### src/rtl/load_store_unit_if.sv
// Pipeline request/response handshake and byte-addressed memory port of the load/store unit.
// Port names match the pipeline and memory they connect to.
interface load_store_unit_if;
  logic        req_valid;
  logic        req_we;
  logic [2:0]  req_funct3;
  logic [31:0] req_addr;
  logic [31:0] req_wdata;
  logic        stall;
  logic        rsp_valid;
  logic [31:0] rsp_rdata;
  logic        rsp_err;
  logic [31:0] mem_addr;
  logic [31:0] mem_wdata;
  logic [2:0]  mem_ctrl;
  logic        mem_wr;
  logic [31:0] mem_rdata;

  modport slave (
    input  req_valid, req_we, req_funct3, req_addr, req_wdata, mem_rdata,
    output stall, rsp_valid, rsp_rdata, rsp_err, mem_addr, mem_wdata, mem_ctrl, mem_wr
  );

  modport master (
    output req_valid, req_we, req_funct3, req_addr, req_wdata, mem_rdata,
    input  stall, rsp_valid, rsp_rdata, rsp_err, mem_addr, mem_wdata, mem_ctrl, mem_wr
  );
endinterface

### src/rtl/load_store_unit.sv
// Load/store unit: splits misaligned accesses into byte beats, drives a registered memory
// port, and returns sign/zero-extended load data with a one-cycle completion pulse.
module load_store_unit (
  input  logic              clk,
  input  logic              rst_n,
  load_store_unit_if.slave  bus
);
  typedef enum logic [2:0] {IDLE, SETUP, STROBE, SAMPLE, DONE} state_t;

  state_t      r_state, w_next;
  logic        r_we;
  logic [2:0]  r_funct3;
  logic [31:0] r_addr, r_wdata, r_buf;
  logic [1:0]  r_beat, w_beat_nxt;
  logic        r_mem_wr;
  logic [31:0] r_mem_addr, r_mem_wdata;
  logic [2:0]  r_mem_ctrl;

  logic        w_we;
  logic [2:0]  w_funct3;
  logic [31:0] w_addr, w_wdata;
  logic        w_illegal, w_misal, w_mem_go, w_accept;
  logic [1:0]  w_last;
  logic [7:0]  w_byte;

  function automatic logic [31:0] f_extend(input logic [2:0] f3, input logic [31:0] d);
    case (f3)
      3'b000:  return {{24{d[7]}}, d[7:0]};
      3'b001:  return {{16{d[15]}}, d[15:0]};
      3'b100:  return {24'b0, d[7:0]};
      3'b101:  return {16'b0, d[15:0]};
      default: return d;
    endcase
  endfunction

  // Decode works on the live inputs while idle (accept cycle) and on the latched copy afterwards
  assign w_accept = (r_state == IDLE) && bus.req_valid;
  assign w_we     = (r_state == IDLE) ? bus.req_we     : r_we;
  assign w_funct3 = (r_state == IDLE) ? bus.req_funct3 : r_funct3;
  assign w_addr   = (r_state == IDLE) ? bus.req_addr   : r_addr;
  assign w_wdata  = (r_state == IDLE) ? bus.req_wdata  : r_wdata;

  always_comb begin
    w_illegal = 1'b0;
    w_misal   = 1'b0;
    case (w_funct3[1:0])
      2'b00:   w_misal = 1'b0;
      2'b01:   w_misal = w_addr[0];
      2'b10:   w_misal = |w_addr[1:0];
      default: w_illegal = 1'b1;
    endcase
    if (w_we && w_funct3[2]) w_illegal = 1'b1;
    w_last = 2'd0;
    if (w_misal) w_last = w_funct3[1] ? 2'd3 : 2'd1;
  end

  always_comb begin
    w_next     = r_state;
    w_beat_nxt = r_beat;
    case (r_state)
      IDLE: begin
        if (bus.req_valid) begin
          w_beat_nxt = 2'd0;
          if (w_illegal)  w_next = DONE;
          else if (w_we)  w_next = SETUP;
          else            w_next = SAMPLE;
        end
      end
      SETUP:  w_next = STROBE;
      STROBE: begin
        if (r_beat == w_last) begin
          w_next = DONE;
        end else begin
          w_next     = SETUP;
          w_beat_nxt = r_beat + 2'd1;
        end
      end
      SAMPLE: begin
        if (r_beat == w_last) begin
          w_next = DONE;
        end else begin
          w_beat_nxt = r_beat + 2'd1;
        end
      end
      DONE:    w_next = IDLE;
      default: w_next = IDLE;
    endcase
  end

  always_comb begin
    w_byte = w_wdata[7:0];
    case (w_beat_nxt)
      2'd0: w_byte = w_wdata[7:0];
      2'd1: w_byte = w_wdata[15:8];
      2'd2: w_byte = w_wdata[23:16];
      2'd3: w_byte = w_wdata[31:24];
      default: w_byte = w_wdata[7:0];
    endcase
  end

  assign w_mem_go = (w_next == SETUP) || (w_next == STROBE) || (w_next == SAMPLE);

  // Memory port is registered from next-state values so it is stable for the whole beat
  always_ff @(posedge clk or negedge rst_n) begin
    if (!rst_n) begin
      r_state     <= IDLE;
      r_beat      <= 2'd0;
      r_we        <= 1'b0;
      r_funct3    <= 3'b000;
      r_addr      <= 32'h0;
      r_wdata     <= 32'h0;
      r_buf       <= 32'h0;
      r_mem_wr    <= 1'b0;
      r_mem_addr  <= 32'h0;
      r_mem_wdata <= 32'h0;
      r_mem_ctrl  <= 3'b000;
    end else begin
      r_state  <= w_next;
      r_beat   <= w_beat_nxt;
      r_mem_wr <= (w_next == STROBE);
      if (w_mem_go) begin
        r_mem_addr  <= w_addr + {30'b0, w_beat_nxt};
        r_mem_ctrl  <= w_misal ? 3'b000 : {1'b0, w_funct3[1:0]};
        r_mem_wdata <= w_misal ? {24'b0, w_byte} : w_wdata;
      end
      if (w_accept) begin
        r_we     <= bus.req_we;
        r_funct3 <= bus.req_funct3;
        r_addr   <= bus.req_addr;
        r_wdata  <= bus.req_wdata;
        r_buf    <= 32'h0;
      end
      if (r_state == SAMPLE) begin
        if (w_misal) r_buf[{r_beat, 3'b000} +: 8] <= bus.mem_rdata[7:0];
        else         r_buf <= bus.mem_rdata;
      end
    end
  end

  assign bus.mem_wr    = r_mem_wr;
  assign bus.mem_addr  = r_mem_addr;
  assign bus.mem_wdata = r_mem_wdata;
  assign bus.mem_ctrl  = r_mem_ctrl;

  assign bus.stall     = w_accept || (r_state == SETUP) || (r_state == STROBE) || (r_state == SAMPLE);
  assign bus.rsp_valid = (r_state == DONE);
  assign bus.rsp_err   = (r_state == DONE) && w_illegal;
  assign bus.rsp_rdata = ((r_state == DONE) && !w_illegal && !w_we) ? f_extend(w_funct3, r_buf) : 32'h0;
endmodule

### src/flat_wrapper.sv
// flat-port wrapper written by rule: the top's interface ports become plain ports
module load_store_unit_flat 
  (clk, rst_n, bus_req_valid, bus_req_we, bus_req_funct3, bus_req_addr, bus_req_wdata, bus_mem_rdata, bus_stall, bus_rsp_valid, bus_rsp_rdata, bus_rsp_err, bus_mem_addr, bus_mem_wdata, bus_mem_ctrl, bus_mem_wr);
  load_store_unit_if bus_i ();
  input  logic clk;
  input  logic rst_n;
  input wire logic [$bits(bus_i.req_valid)-1:0] bus_req_valid;
  input wire logic [$bits(bus_i.req_we)-1:0] bus_req_we;
  input wire logic [$bits(bus_i.req_funct3)-1:0] bus_req_funct3;
  input wire logic [$bits(bus_i.req_addr)-1:0] bus_req_addr;
  input wire logic [$bits(bus_i.req_wdata)-1:0] bus_req_wdata;
  input wire logic [$bits(bus_i.mem_rdata)-1:0] bus_mem_rdata;
  output wire logic [$bits(bus_i.stall)-1:0] bus_stall;
  output wire logic [$bits(bus_i.rsp_valid)-1:0] bus_rsp_valid;
  output wire logic [$bits(bus_i.rsp_rdata)-1:0] bus_rsp_rdata;
  output wire logic [$bits(bus_i.rsp_err)-1:0] bus_rsp_err;
  output wire logic [$bits(bus_i.mem_addr)-1:0] bus_mem_addr;
  output wire logic [$bits(bus_i.mem_wdata)-1:0] bus_mem_wdata;
  output wire logic [$bits(bus_i.mem_ctrl)-1:0] bus_mem_ctrl;
  output wire logic [$bits(bus_i.mem_wr)-1:0] bus_mem_wr;
  assign bus_i.req_valid = bus_req_valid;
  assign bus_i.req_we = bus_req_we;
  assign bus_i.req_funct3 = bus_req_funct3;
  assign bus_i.req_addr = bus_req_addr;
  assign bus_i.req_wdata = bus_req_wdata;
  assign bus_i.mem_rdata = bus_mem_rdata;
  assign bus_stall = bus_i.stall;
  assign bus_rsp_valid = bus_i.rsp_valid;
  assign bus_rsp_rdata = bus_i.rsp_rdata;
  assign bus_rsp_err = bus_i.rsp_err;
  assign bus_mem_addr = bus_i.mem_addr;
  assign bus_mem_wdata = bus_i.mem_wdata;
  assign bus_mem_ctrl = bus_i.mem_ctrl;
  assign bus_mem_wr = bus_i.mem_wr;
  load_store_unit u_core (.clk(clk), .rst_n(rst_n), .bus(bus_i));
endmodule
### config.mk
export PLATFORM = sky130hd
export DESIGN_NAME = load_store_unit_flat
export DESIGN_NICKNAME = d
export VERILOG_FILES = /design/src/rtl/load_store_unit_if.sv /design/src/rtl/load_store_unit.sv /design/src/flat_wrapper.sv
export SDC_FILE = /design/constraint.sdc
export NUM_CORES = 1
export LEC_CHECK = 0
export ABC_AREA = 0
export CORE_MARGIN = 4
export CORE_UTILIZATION = 49
export DETAILED_ROUTE_END_ITERATION = 6
export HOLD_SLACK_MARGIN = 0.02
export PLACE_DENSITY = 0.77
export SKIP_CTS_REPAIR_TIMING = 1
export SLEW_MARGIN = 10
export SYNTH_ARGS = -nofsm -noshare
export SYNTH_HDL_FRONTEND = slang
export SYNTH_SLANG_ARGS = --single-unit
### constraint.sdc
create_clock -name clk -period 13.8 [get_ports clk]
set_input_delay 2.07 -clock clk [delete_from_list [all_inputs] [get_ports clk]]
set_output_delay 2.07 -clock clk [all_outputs]
set_load 0.01 [all_outputs]
After elaboration in Yosys (flattened, before gate mapping)
Index checks and enable logic that the tools add are counted.

operators by class
  add/subtract/negate cells = 3
  equality and inequality tests = 16
  shift operators = 2
  mux-type cells = 27
  reduce and logical (&&, ||, !) cells = 19

operator list
  operator                number
  $mux 32                 7
  $pmux 32 s4             1
  $add 32x2->32           1
  $bwmux 32               1
  $pmux 8 s4              1
  $shift 8x7->32 const A  1
  $shiftx 8x7->32         1
  $mux 3                  5
  $eq 3x2->1 const B      4
  $mux 2                  6
  $pmux 3 s4              1
  $eq 3x1->1 const B      3
  $eq 3x3->1 const B      3
  $neg 5->7               1
  $eq 2x2->1 const B      3
  $logic_not 3->1         2
  $logic_and 1x1->1       5
  $logic_or 1x1->1        5
  $eq 2x1->1 const B      2
  $logic_not 2->1         2
  $pmux 2 s2              1
  $reduce_or 2->1         2
  $mux 1                  3
  $reduce_or 3->1         1
  other kinds (4)         5

storage, ports and cells
  flip-flop bits (word level) = 173

Longest topological paths before layout
Gate-level depths: netlist (run 1).

  depth after elaboration = 12
  gate-level depth with buffers = 27

Worst setup path after synthesis (run 1)
Ideal clock, no wire load.

  path type = input -> register
  start = input port bus_req_funct3[1]
  end = register u_core.r_mem_addr[30] (netlist: u_core.bus.mem_addr[30])
  arrival time = 6.115 ns
  data required time = 13.723 ns
  slack = 7.608 ns
  cell stages on the path = 19
  path through = mux2_4 > clkinv_4 > ha_1 > o21ai_0 > mux2i_1 > o2111ai_1 > and3_1 > buf_2 > inv_2 > clkbuf_1 > ha_1 > inv_1 > fa_1 > nor4_2 > or3b_2 > nor2_1 > nand3b_1 > xnor2_1 > a21oi_1

on the way
  elaborated cells between the ends (all ways) = 24
  those cells by class = add/sub (1); eq/ne (6); mux (13); reduce/logical (4)

RTL lines
  item                                             RTL line                                      text
  from (decl)                                      flat_wrapper.sv:9                             input wire logic [$bits(bus_i.req_funct3)-1:0] bus_req_funct3;
  $mux 3 *                                         load_store_unit.sv:39                         assign w_funct3 = (r_state == IDLE) ? bus.req_funct3 : r_funct3;
  $eq 2x2->1 / $eq 2x1->1 (equally long branches)  load_store_unit.sv:46                         case (w_funct3[1:0])
  $pmux 1 s2                                       load_store_unit.sv:46
  $mux 2 *                                         load_store_unit.sv:54                         if (w_misal) w_last = w_funct3[1] ? 2'd3 : 2'd1;
  $eq 2x2->1 *                                     load_store_unit.sv:71, load_store_unit.sv:79
  $mux 2 *                                         load_store_unit.sv:71, load_store_unit.sv:79
  $pmux 2 s2 *                                     load_store_unit.sv:60                         case (r_state)
  net u_core.w_beat_nxt[0]                         load_store_unit.sv:14                         logic [1:0] r_beat, w_beat_nxt;
  $add 32x2->32 *                                  load_store_unit.sv:122                        r_mem_addr <= w_addr + {30'b0, w_beat_nxt};
  to (signal assigned)                             load_store_unit.sv:122
  to (decl)                                        load_store_unit.sv:16                         logic [31:0] r_mem_addr, r_mem_wdata;

Mark *: on every way through the listed nets, which the timed path passes. The rest lies on a longest branch.
A chain may end at the register's enable or synchronous reset.

Worst setup path after layout (run 1)
  start = input port bus_req_funct3[0]
  end = register u_core.r_mem_addr[24] (netlist: u_core.bus.mem_addr[24])

on the way
  longest elaborated chain between the ends = 11
  elaborated cells between the ends (all ways) = 23
  those cells by class = add/sub (1); eq/ne (6); mux (12); reduce/logical (4)

RTL lines
  item                                                    RTL line
  $mux 3 *                                                load_store_unit.sv:39
  branches (longest 10 deep; another with $add 32x2->32)  n/a

Mark *: on every way between the ends.

==> flow_summary.toml, run 1 <==
[outcome]
status = "completed"

[placement]
port_buffers = 204
dp.cells = 1426
dp_hpwl_um = 17800
gp_congestion = 0.873

[timing]
setup_tns_ns = 0
period_minus_slack_ns = 7.42
finalHoldViolCount = 0
relSlewSlack = 0.208
worstMarginPinSlew_ns = 1.17
slew_violations = 0
max_freq_ghz = 0.135
fin_skew_ns = 0.0118
grt_setup_unrepaired = "no"
setup_violations = 0
period_share = 0.537

[floorplanning]
core_area_sq_um = 18700
rows = 50
die_h_um = 146
dieArea_sq_um = 21300
start_util = 0.498
io_pins = 206
die_x_um = 146

[global_routing]
use_met1 = 0.339
overflow = 0
grt_first_pass_wirelength_um = 42600
grtUsageMet3 = 0.0473
grt_pass1_vias = 8129
antenna_found_initial = 1
grt_util_all_layers = 0.243
met2_usage = 0.388
grt_max_degree = 97
grt-busiest-layer = "met2"

[synthesis]
synth_edf_count = 0
yosysUniqueCellTypes = 69
syn_avg_cell_area_sq_um = 8.91
ys_seq_area_frac = 0.462
syn_area_sq_um = 9320
yosysTopAreaCellShare = 0.462
synth_area_leader_cell = "dfrtp_1"
yosysWarnings = 0
ys_async_sr_fraction = 1.00
yosys-top-cells-area = "dfrtp_1, nand2_1, mux2i_1"
synthesis.nets = 1161
synth-seq-cells = 172
synth_cells = 1046
synthFlopType = "dfrtp_1"

[cells_and_area]
multiInputGateArea_sq_um = 4650
area_growth_pct = 29.1
n_fill_cell = 1592
fin_nets = 1326
regArea_sq_um = 4300
layout-drive-gt1-share = 0.0670
final_cells = 1458

[setup_path]
reg2reg_setup_slack_ns = 7.22
required_ns = 14.08
rr_worst_depth = 18
critPathLaunchType = "input port"
crit_arrival_ns = 7.69
worstPathMaxFanout = 56
critPathKind = "input port to flip-flop"
cp-end-kind = "flip-flop"

[cts]
ctsLongestPathBuffers = 2
htreeDepth = 4
path_clk_slew_ns = 0.07
cts.sinks = 172
clkLatencyLatePin_ns = 0.43
tritoncts = "built"
cts_root_buffer = "clkbuf_16"
numCtsBuffers = 17

[job]
cap_viol_max_count = 0

[worst_hold_path]
holdPathStages = 2
hold_path.class = "flip-flop to flip-flop"

[detailed_routing]
wl_per_cell_um = 18.2
vias_per_cell = 5.64
drt_iter0_drc = 590
route.detailed.drc = 0
first_pass_iters = 5
drtAntennaViolNets = 0
via_count = 8226
routed_wl_um = 26600

[power]
sequentialPowerShare = 0.296
p_leak_nw = 5.39
clockPowerShare = 0.168
switchingPower_w = 0.00135
ir_drop_mv = 0.135
cellPowerDensity_nw_per_um2 = 256
power_frac_comb = 0.536
internal-power_w = 0.00173
swShare = 0.439
-- final cells by class --
cell class,instances,share of cell area
Clock buffer,22,0.0386
Inverter,11,0.00385
Clock inverter,9,0.0133
Multi-Input combinational cell,796,0.386
Sequential cell,172,0.358
Tap cell,234,0.0243
Antenna cell,1,0.000208
Timing Repair Buffer,213,0.175
-- per-layer routing --
| layer | share of wire | wire (um) |
|---|---|---|
| met2 | 0.47 | 12500 |
| met4 | 0.019 | 517 |
| met1 | 0.45 | 12100 |
| met3 | 0.059 | 1560 |
| met5 | 0 | 0 |
-- synth_stat cells (6+ instances only) --
master,count
o31ai_1,27
a22o_1,9
o21ai_1,7
and2_1,9
dfrtp_1,172
nand2_1,297
xor2_1,15
and3_1,27
buf_1,9
ha_1,11
inv_1,8
o22ai_1,8
buf_2,15
nor3_1,13
clkbuf_1,31
a211oi_1,7
mux2_2,27
a21oi_1,71
nand3_1,21
mux2i_1,57
buf_6,6
nor2_1,50
o21a_1,18
o21ai_0,43
xnor2_1,17
-- worst max-delay path, cell delays in order --
cell             delay, ns
clkdlybuf4s50_1       0.47
nand2_1               0.09
nand2_1               0.12
inv_1                 0.16
ha_1                  0.22
o21ai_0               0.10
mux2i_1               0.31
o21a_2                0.90
mux2i_1               0.36
a21o_1                0.44
inv_1                 0.11
fa_1                  0.47
nor4_2                0.58
or3b_2                0.57
nor2_1                0.33
nand2_1               0.12
xnor2_1               0.18
o21ai_1               0.07
-- final timing paths --
path / startpoint / to
worst max register to register: u_core.r_state[1] / u_core.bus.mem_addr[24]
worst min-delay path: u_core.r_addr[31] / u_core.r_addr[31]
min in group asynchronous: rst_n / u_core.r_addr[17]
max in group asynchronous: rst_n / u_core.bus.mem_wdata[12]
worst min register to register: u_core.r_addr[31] / u_core.r_addr[31]
worst max-delay path: bus_req_funct3[0] / u_core.bus.mem_addr[24]
-- kinds of logic (layout without fill, tap and decap cells) --
family,after synthesis,count (layout),synth area share
adder cells (fa/ha/maj),12,12,0.0169
XOR/XNOR,32,32,0.0301
flip-flops,172,172,0.462
multiplexers,85,85,0.0955
AND/OR/NAND/NOR,447,447,0.208
other,1,2,0.000402
AO/OA/AOI/OAI,219,219,0.147
buffers and inverters,78,255,0.0409
-- power by group through the flow --
| stage | combinational [W] | clock (W) | sequential (W) |
|---|---|---|---|
| after detailed placement | 0.00164 | 0 | 0.000912 |
| final | 0.00165 | 0.000516 | 0.000911 |
| after CTS | 0.00165 | 0.000520 | 0.000908 |
| after global placement | 0.00160 | 0 | 0.000907 |
| after global routing | 0.00181 | 0.000541 | 0.000940 |
| after floorplan | 0.00114 | 0 | 0.000904 |
-- state kept, by name, indices dropped and copies added (netlist names) --
| register | count |
|---|---|
| u_core.r_state | 3 |
| u_core.bus.mem_addr | 32 |
| u_core.bus.mem_wr | 1 |
| u_core.r_funct3 | 3 |
| u_core.r_addr | 32 |
| u_core.r_wdata | 32 |
| u_core.r_we | 1 |
| u_core.r_buf | 32 |
| u_core.bus.mem_wdata | 32 |
| u_core.r_beat | 2 |
| u_core.bus.mem_ctrl | 2 |
-- per-stage QoR --
step / cell area (sq um) / utilization / power (W) / setup WS, ns / hold slack, ns
6_report: 12000 / 0.643 / 0.00307 / 6.38 / 0.474
5_1_grt: 12000 / 0.643 / 0.00329 / 6.01 / 0.489
3_3_place_gp: 11400 / 0.609 / 0.00251 / 6.24 / 0.456
3_5_place_dp: 11400 / 0.609 / 0.00255 / 5.98 / 0.461
2_1_floorplan: 9320 / - / 0.00204 / 7.61 / 0.445
4_1_cts: 12000 / 0.643 / 0.00307 / 6.25 / 0.477
-- placed cells by master (no fill, tap or decap), types with 3 or more instances in the layout --
cell,netlist,final
nor2b_1,3,3
o22ai_1,8,8
nor2_1,50,50
a211oi_1,7,7
a311oi_1,3,3
clkbuf_1,31,3
o31ai_1,27,27
nand3_1,21,21
a21o_1,5,5
a21oi_1,71,70
o21ai_0,43,43
and3_1,27,27
and2_1,9,8
ha_1,11,11
o21a_1,18,17
nand4_1,3,3
mux2_2,27,27
clkdlybuf4s50_1,0,203
nor3_1,13,13
o21ai_1,7,7
clkbuf_16,0,17
a31oi_1,4,4
nand2_1,297,296
xnor2_1,17,17
bufinv_16,0,4
dfrtp_1,172,172
inv_1,8,8
xor2_1,15,15
clkinv_4,1,4
mux2i_1,57,57
buf_4,5,9
a22o_1,9,9
No activity file was read; power rests on OpenSTA's default activity.
==> inputs of run 2 (changes only) <==
CORE_UTILIZATION = 46   (was 49)
PLACE_DENSITY = 0.76   (was 0.77)
clock period = 6.4 ns   (was 13.8 ns; I/O delays follow)
==> run 2 against run 1 <==
Compared with the run above:
- global-route usage is 0.75 points lower
- via count is 0.66% lower
- register-to-register slack got worse by 6.4 ns
- highest routed layer unchanged
- clock power increased by 98%
- combinational power up 120%
- worst setup slack lost 5.5 ns
- critical path depth shrank 1
==> flow_summary.toml, run 2 (synthesized netlist as in run 1, its figures left out) <==
[outcome]
status = "completed"

[setup_path]
r2r_start = "u_core.r_state[1]"
reg2reg_setup_slack_ns = 0.85
r2r_end = "u_core.bus.mem_addr[30]"
required_ns = 6.69
rr_worst_depth = 17
critPathKind = "flip-flop to flip-flop"
crit_arrival_ns = 5.84
worstPathMaxFanout = 13
critPathLaunchType = "flip-flop"
cp-end-kind = "flip-flop"

[global_routing]
grt_first_pass_wirelength_um = 42000
grt_max_degree = 72
grt_pass1_vias = 7925
grt_util_all_layers = 0.236
antenna_found_initial = 1
overflow = 0

[detailed_routing]
first_pass_iters = 5
drt_iter0_drc = 681
wl_per_cell_um = 17.9
vias_per_cell = 5.48
via_count = 8172
routed_wl_um = 26600
drtAntennaViolNets = 0
route.detailed.drc = 0

[cells_and_area]
area_growth_pct = 29.1
final_cells = 1490
layout_commonest_cell = "nand2_1"
fin_nets = 1329
n_fill_cell = 1644
multiInputGateArea_sq_um = 4640
fin_util = 0.610
regArea_sq_um = 4300
finalInstanceArea_sq_um = 12000
layout-drive-gt1-share = 0.0670
most-common-layout-cells = "nand2_1, clkdlybuf4s50_1, dfrtp_1"

[job]
cap_viol_max_count = 0

[placement]
gp_congestion = 0.889
dpl_cell_area_sq_um = 11500
dp_hpwl_um = 18300
dp.cells = 1460
port_buffers = 204

[cts]
numCtsBuffers = 17
path_clk_slew_ns = 0.06
cts_root_buffer = "clkbuf_16"
clkLatencyLatePin_ns = 0.43
htreeDepth = 4
cts.sinks = 172
ctsLongestPathBuffers = 2
tritoncts = "built"

[floorplanning]
die_h_um = 150
core_area_sq_um = 19700
start_util = 0.473
rows = 51
dieArea_sq_um = 22600
io_pins = 206
die_x_um = 150

[worst_hold_path]
holdPathEnd = "u_core.bus.mem_addr[0]"
holdCritStartpoint = "u_core.bus.mem_addr[0]"
hold_path.class = "flip-flop to flip-flop"
holdPathStages = 2

[timing]
setup_tns_ns = 0
period_minus_slack_ns = 5.55
finalHoldViolCount = 0
relSlewSlack = 0.243
setup_violations = 0
worstMarginPinSlew_ns = 1.13
max_freq_ghz = 0.180
fin_skew_ns = 0.00841
grt_setup_unrepaired = "no"
period_share = 0.867
slew_violations = 0

[power]
p_leak_nw = 5.39
switchingPower_w = 0.00290
power_frac_comb = 0.548
cellPowerDensity_nw_per_um2 = 547
internal-power_w = 0.00369
total_power_w = 0.00659
swShare = 0.440
sequentialPowerShare = 0.297
clockPowerShare = 0.155
ir_drop_mv = 0.320
-- run 2: changes by cell type in the layout (fill, tap and decap cells not counted) --
cell	before	now
a21oi_1	70	71
a21oi_2	1	0
buf_12	0	1
buf_4	9	11
bufinv_16	4	3
clkbuf_8	2	0
clkinv_2	1	5
clkinv_4	4	2
inv_6	1	0
-- run 2: through the flow --
stage	setup WS, ns	hold WS (ns)
after floorplan	0.777	0.445
after global placement	0.728	0.454
after detailed placement	0.516	0.457
after CTS	0.876	0.470
after global routing	0.433	0.498
final	0.850	0.464
-- run 2: power by group through the flow --
stage                     Clock (W)  Sequential, W  Combinational (W)
final                       0.00102        0.00196            0.00361
after CTS                   0.00104        0.00195            0.00362
after floorplan                   0        0.00195            0.00245
after global routing        0.00108        0.00202            0.00396
after global placement            0        0.00195            0.00352
after detailed placement          0        0.00196            0.00360
-- run 2: area by class of cell --
type	count	area share
clock inverter	9	0.0103
sequential	172	0.358
inverter	11	0.00385
clock buffer	20	0.0363
multi-input combinational	796	0.386
tap	265	0.0276
timing repair buffer	216	0.178
antenna	1	0.000208
-- run 2: layer usage --
metal  wire (um)  track usage  vias up
met2       12600        0.372      278
met3        1610       0.0500       35
met4         481       0.0622        0
met5           0            0        -
li1            -            -     3924
met1       11900        0.332     3935
-- run 2: critical path: stages (launching register included) --
cell,delay (ns)
dfrtp_1,0.50
or3_1,0.49
mux2_4,0.37
clkinv_4,0.08
ha_1,0.22
o21ai_0,0.10
mux2i_1,0.32
o21a_2,0.21
mux2i_1,0.26
a21o_1,0.43
inv_1,0.11
fa_1,0.48
nor4_2,0.59
or3b_2,0.56
nor2_1,0.30
nand3b_1,0.14
xnor2_1,0.15
a21oi_1,0.08
-- run 2: worst max path at each step --
stage / to / slack (ns) / cells after the start / start
floorplan: u_core.bus.mem_addr[30] / 0.78 / 25 / u_core.r_state[1]
global placement: u_core.bus.mem_addr[30] / 0.73 / 17 / bus_req_funct3[1]
detailed placement: u_core.bus.mem_addr[30] / 0.52 / 17 / bus_req_funct3[1]
CTS: u_core.bus.mem_addr[30] / 0.88 / 17 / u_core.r_state[1]
global route: u_core.bus.mem_addr[30] / 0.43 / 17 / u_core.r_state[1]
finish: u_core.bus.mem_addr[30] / 0.85 / 17 / u_core.r_state[1]
==> inputs of run 3 (changes only) <==
CORE_UTILIZATION = 49   (was 46)
DONT_BUFFER_PORTS = 1   (was unset)
PLACE_DENSITY = 0.65   (was 0.76)
==> run 3 against run 2 <==
Compared with the run above:
- final cell count is 16% lower
- sequential cell count stayed put
- critical endpoint unchanged
- combinational power is 19% lower
- register-to-register slack worse by 0.20 ns
- clock-buffer cell count is 2 higher
- design area is 17% lower
- routed wire length is 6.3% lower
- via count is 11% lower
- fmax is 3.4% lower
- critical path depth is 2 higher
- clock skew is 0.0021 ns higher
- first-iteration DRC count is 12% lower
==> flow_summary.toml, run 3 (synthesized netlist as in run 1, its figures left out) <==
[floorplanning]
die_x_um = 146
die_h_um = 146
start_util = 0.498
io_pins = 206
dieArea_sq_um = 21300
core_area_sq_um = 18700
rows = 50

[cts]
clkLatencyLatePin_ns = 0.43
ctsLongestPathBuffers = 2
cts_root_buffer = "clkbuf_16"
path_clk_slew_ns = 0.07
tritoncts = "built"
cts.sinks = 172
numCtsBuffers = 17
htreeDepth = 4

[detailed_routing]
route.detailed.drc = 0
via_count = 7273
routed_wl_um = 24900
vias_per_cell = 5.79
drtAntennaViolNets = 0
drt_iter0_drc = 596
first_pass_iters = 5
wl_per_cell_um = 19.8

[placement]
gp_congestion = 0.868
port_buffers = 0
dp_hpwl_um = 16800

[cells_and_area]
area_growth_pct = 7.21
layout_commonest_cell = "nand2_1"
layout-drive-gt1-share = 0.0811
n_fill_cell = 1733
most-common-layout-cells = "nand2_1, dfrtp_1, a21oi_1"
n_antenna_cell = 0
fin_nets = 1125

[setup_path]
critPathLaunchType = "flip-flop"
worstPathMaxFanout = 19
cp_common_cell = "ha_1"
rr_worst_depth = 19
critPathKind = "flip-flop to flip-flop"
critical_path.max_stage_delay_ns = 0.64
cp-end-kind = "flip-flop"
required_ns = 6.75
path_buf_inv = 4
cp_cell_sequence = "or3_1 -> mux2_4 -> clkinv_4 -> ha_1 -> o21ai_0 -> mux2i_1 -> o2111ai_1 -> and3_1 -> inv_2 -> ha_1 -> inv_1 -> fa_1 -> nor4_2 -> buf_4 -> or3b_2 -> nor2_1 -> nand3b_1 -> xnor2_1 -> a21oi_1"
r2r_start = "u_core.r_state[1]"
cp-startpoint = "u_core.r_state[1]"
crit_arrival_ns = 6.10
crit_family = "simple AND/OR/NAND/NOR gates"
worst-path-stages = 19
cpMaxStageDelayCell = "or3_1"

[power]
p_leak_nw = 4.61
cellPowerDensity_nw_per_um2 = 610
total_power_w = 0.00609
ir_drop_mv = 0.358

[timing]
relSlewSlack = 0.209
setup_violations = 0
setup_tns_ns = 0
fin_skew_ns = 0.0105
worstMarginPinSlew_ns = 1.17
period_minus_slack_ns = 5.75
finalHoldViolCount = 0
grt_setup_unrepaired = "no"
period_share = 0.898
slew_violations = 0
max_freq_ghz = 0.174

[global_routing]
grt_first_pass_wirelength_um = 40600
grt_max_degree = 173
overflow = 0
grt_util_all_layers = 0.236
grt_pass1_vias = 7244
antenna_found_initial = 0

[job]
cap_viol_max_count = 0

[worst_hold_path]
hold_path.class = "input port to asynchronous set/reset pin"

[outcome]
status = "completed"
run 3: final cells by class:
type,instances,area [sq um],share of cell area
multi-input combinational,796,4650,0.465
sequential,172,4300,0.431
clock buffer,22,454,0.0455
tap,234,293,0.0293
clock inverter,10,140,0.0140
timing repair buffer,12,103,0.0103
inverter,11,46.3,0.00463
run 3: final timing paths:
path | slack, ns | end
max in group asynchronous | 5.87 | u_core.r_buf[12]
min reg2reg | 0.47 | u_core.r_addr[29]
min in group clk | 0.47 | u_core.r_addr[29]
max | 0.65 | u_core.bus.mem_addr[30]
min | 0.23 | u_core.r_addr[13]
max reg2reg | 0.65 | u_core.bus.mem_addr[30]
run 3: worst register-to-register path, cell delays in order, from the launching register on:
cell       delay (ns)
dfrtp_1          0.50
or3_1            0.64
mux2_4           0.43
clkinv_4         0.08
ha_1             0.23
o21ai_0          0.10
mux2i_1          0.41
o2111ai_1        0.23
and3_1           0.31
inv_2            0.30
ha_1             0.23
inv_1            0.05
fa_1             0.44
nor4_2           0.29
buf_4            0.18
or3b_2           0.52
nor2_1           0.30
nand3b_1         0.14
xnor2_1          0.15
a21oi_1          0.14
run 3: metal layers:
| layer | vias up | track usage | part of all wire |
|---|---|---|---|
| li1 | 3512 | - | - |
| met1 | 3528 | 0.323 | 0.45 |
| met2 | 211 | 0.355 | 0.45 |
| met3 | 22 | 0.0866 | 0.093 |
| met4 | 0 | 0.0617 | 0.013 |
| met5 | - | 0 | 0 |
run 3: through the flow:
| step | cell area (sq um) | instances | worst slack [ns] | utilization | hold WS [ns] |
|---|---|---|---|---|---|
| final | 9990 | 1257 | 0.654 | 0.534 | 0.226 |
| after floorplan | 9320 | 1046 | 0.777 | - | 0.445 |
| after global routing | 9990 | 1257 | 0.101 | 0.534 | 0.201 |
| after CTS | 9990 | 1257 | 0.644 | 0.534 | 0.205 |
| after detailed placement | 9400 | 1225 | 0.645 | 0.502 | 0.462 |
| after global placement | 9400 | 1225 | 0.862 | 0.502 | 0.456 |
run 3: power breakdown:
part           total (W)  switching [W]  leakage (nW)  internal (W)
combinational    0.00294        0.00187          2.19       0.00107
sequential       0.00209       0.000490          2.15       0.00160
clock            0.00107       0.000441         0.281      0.000626
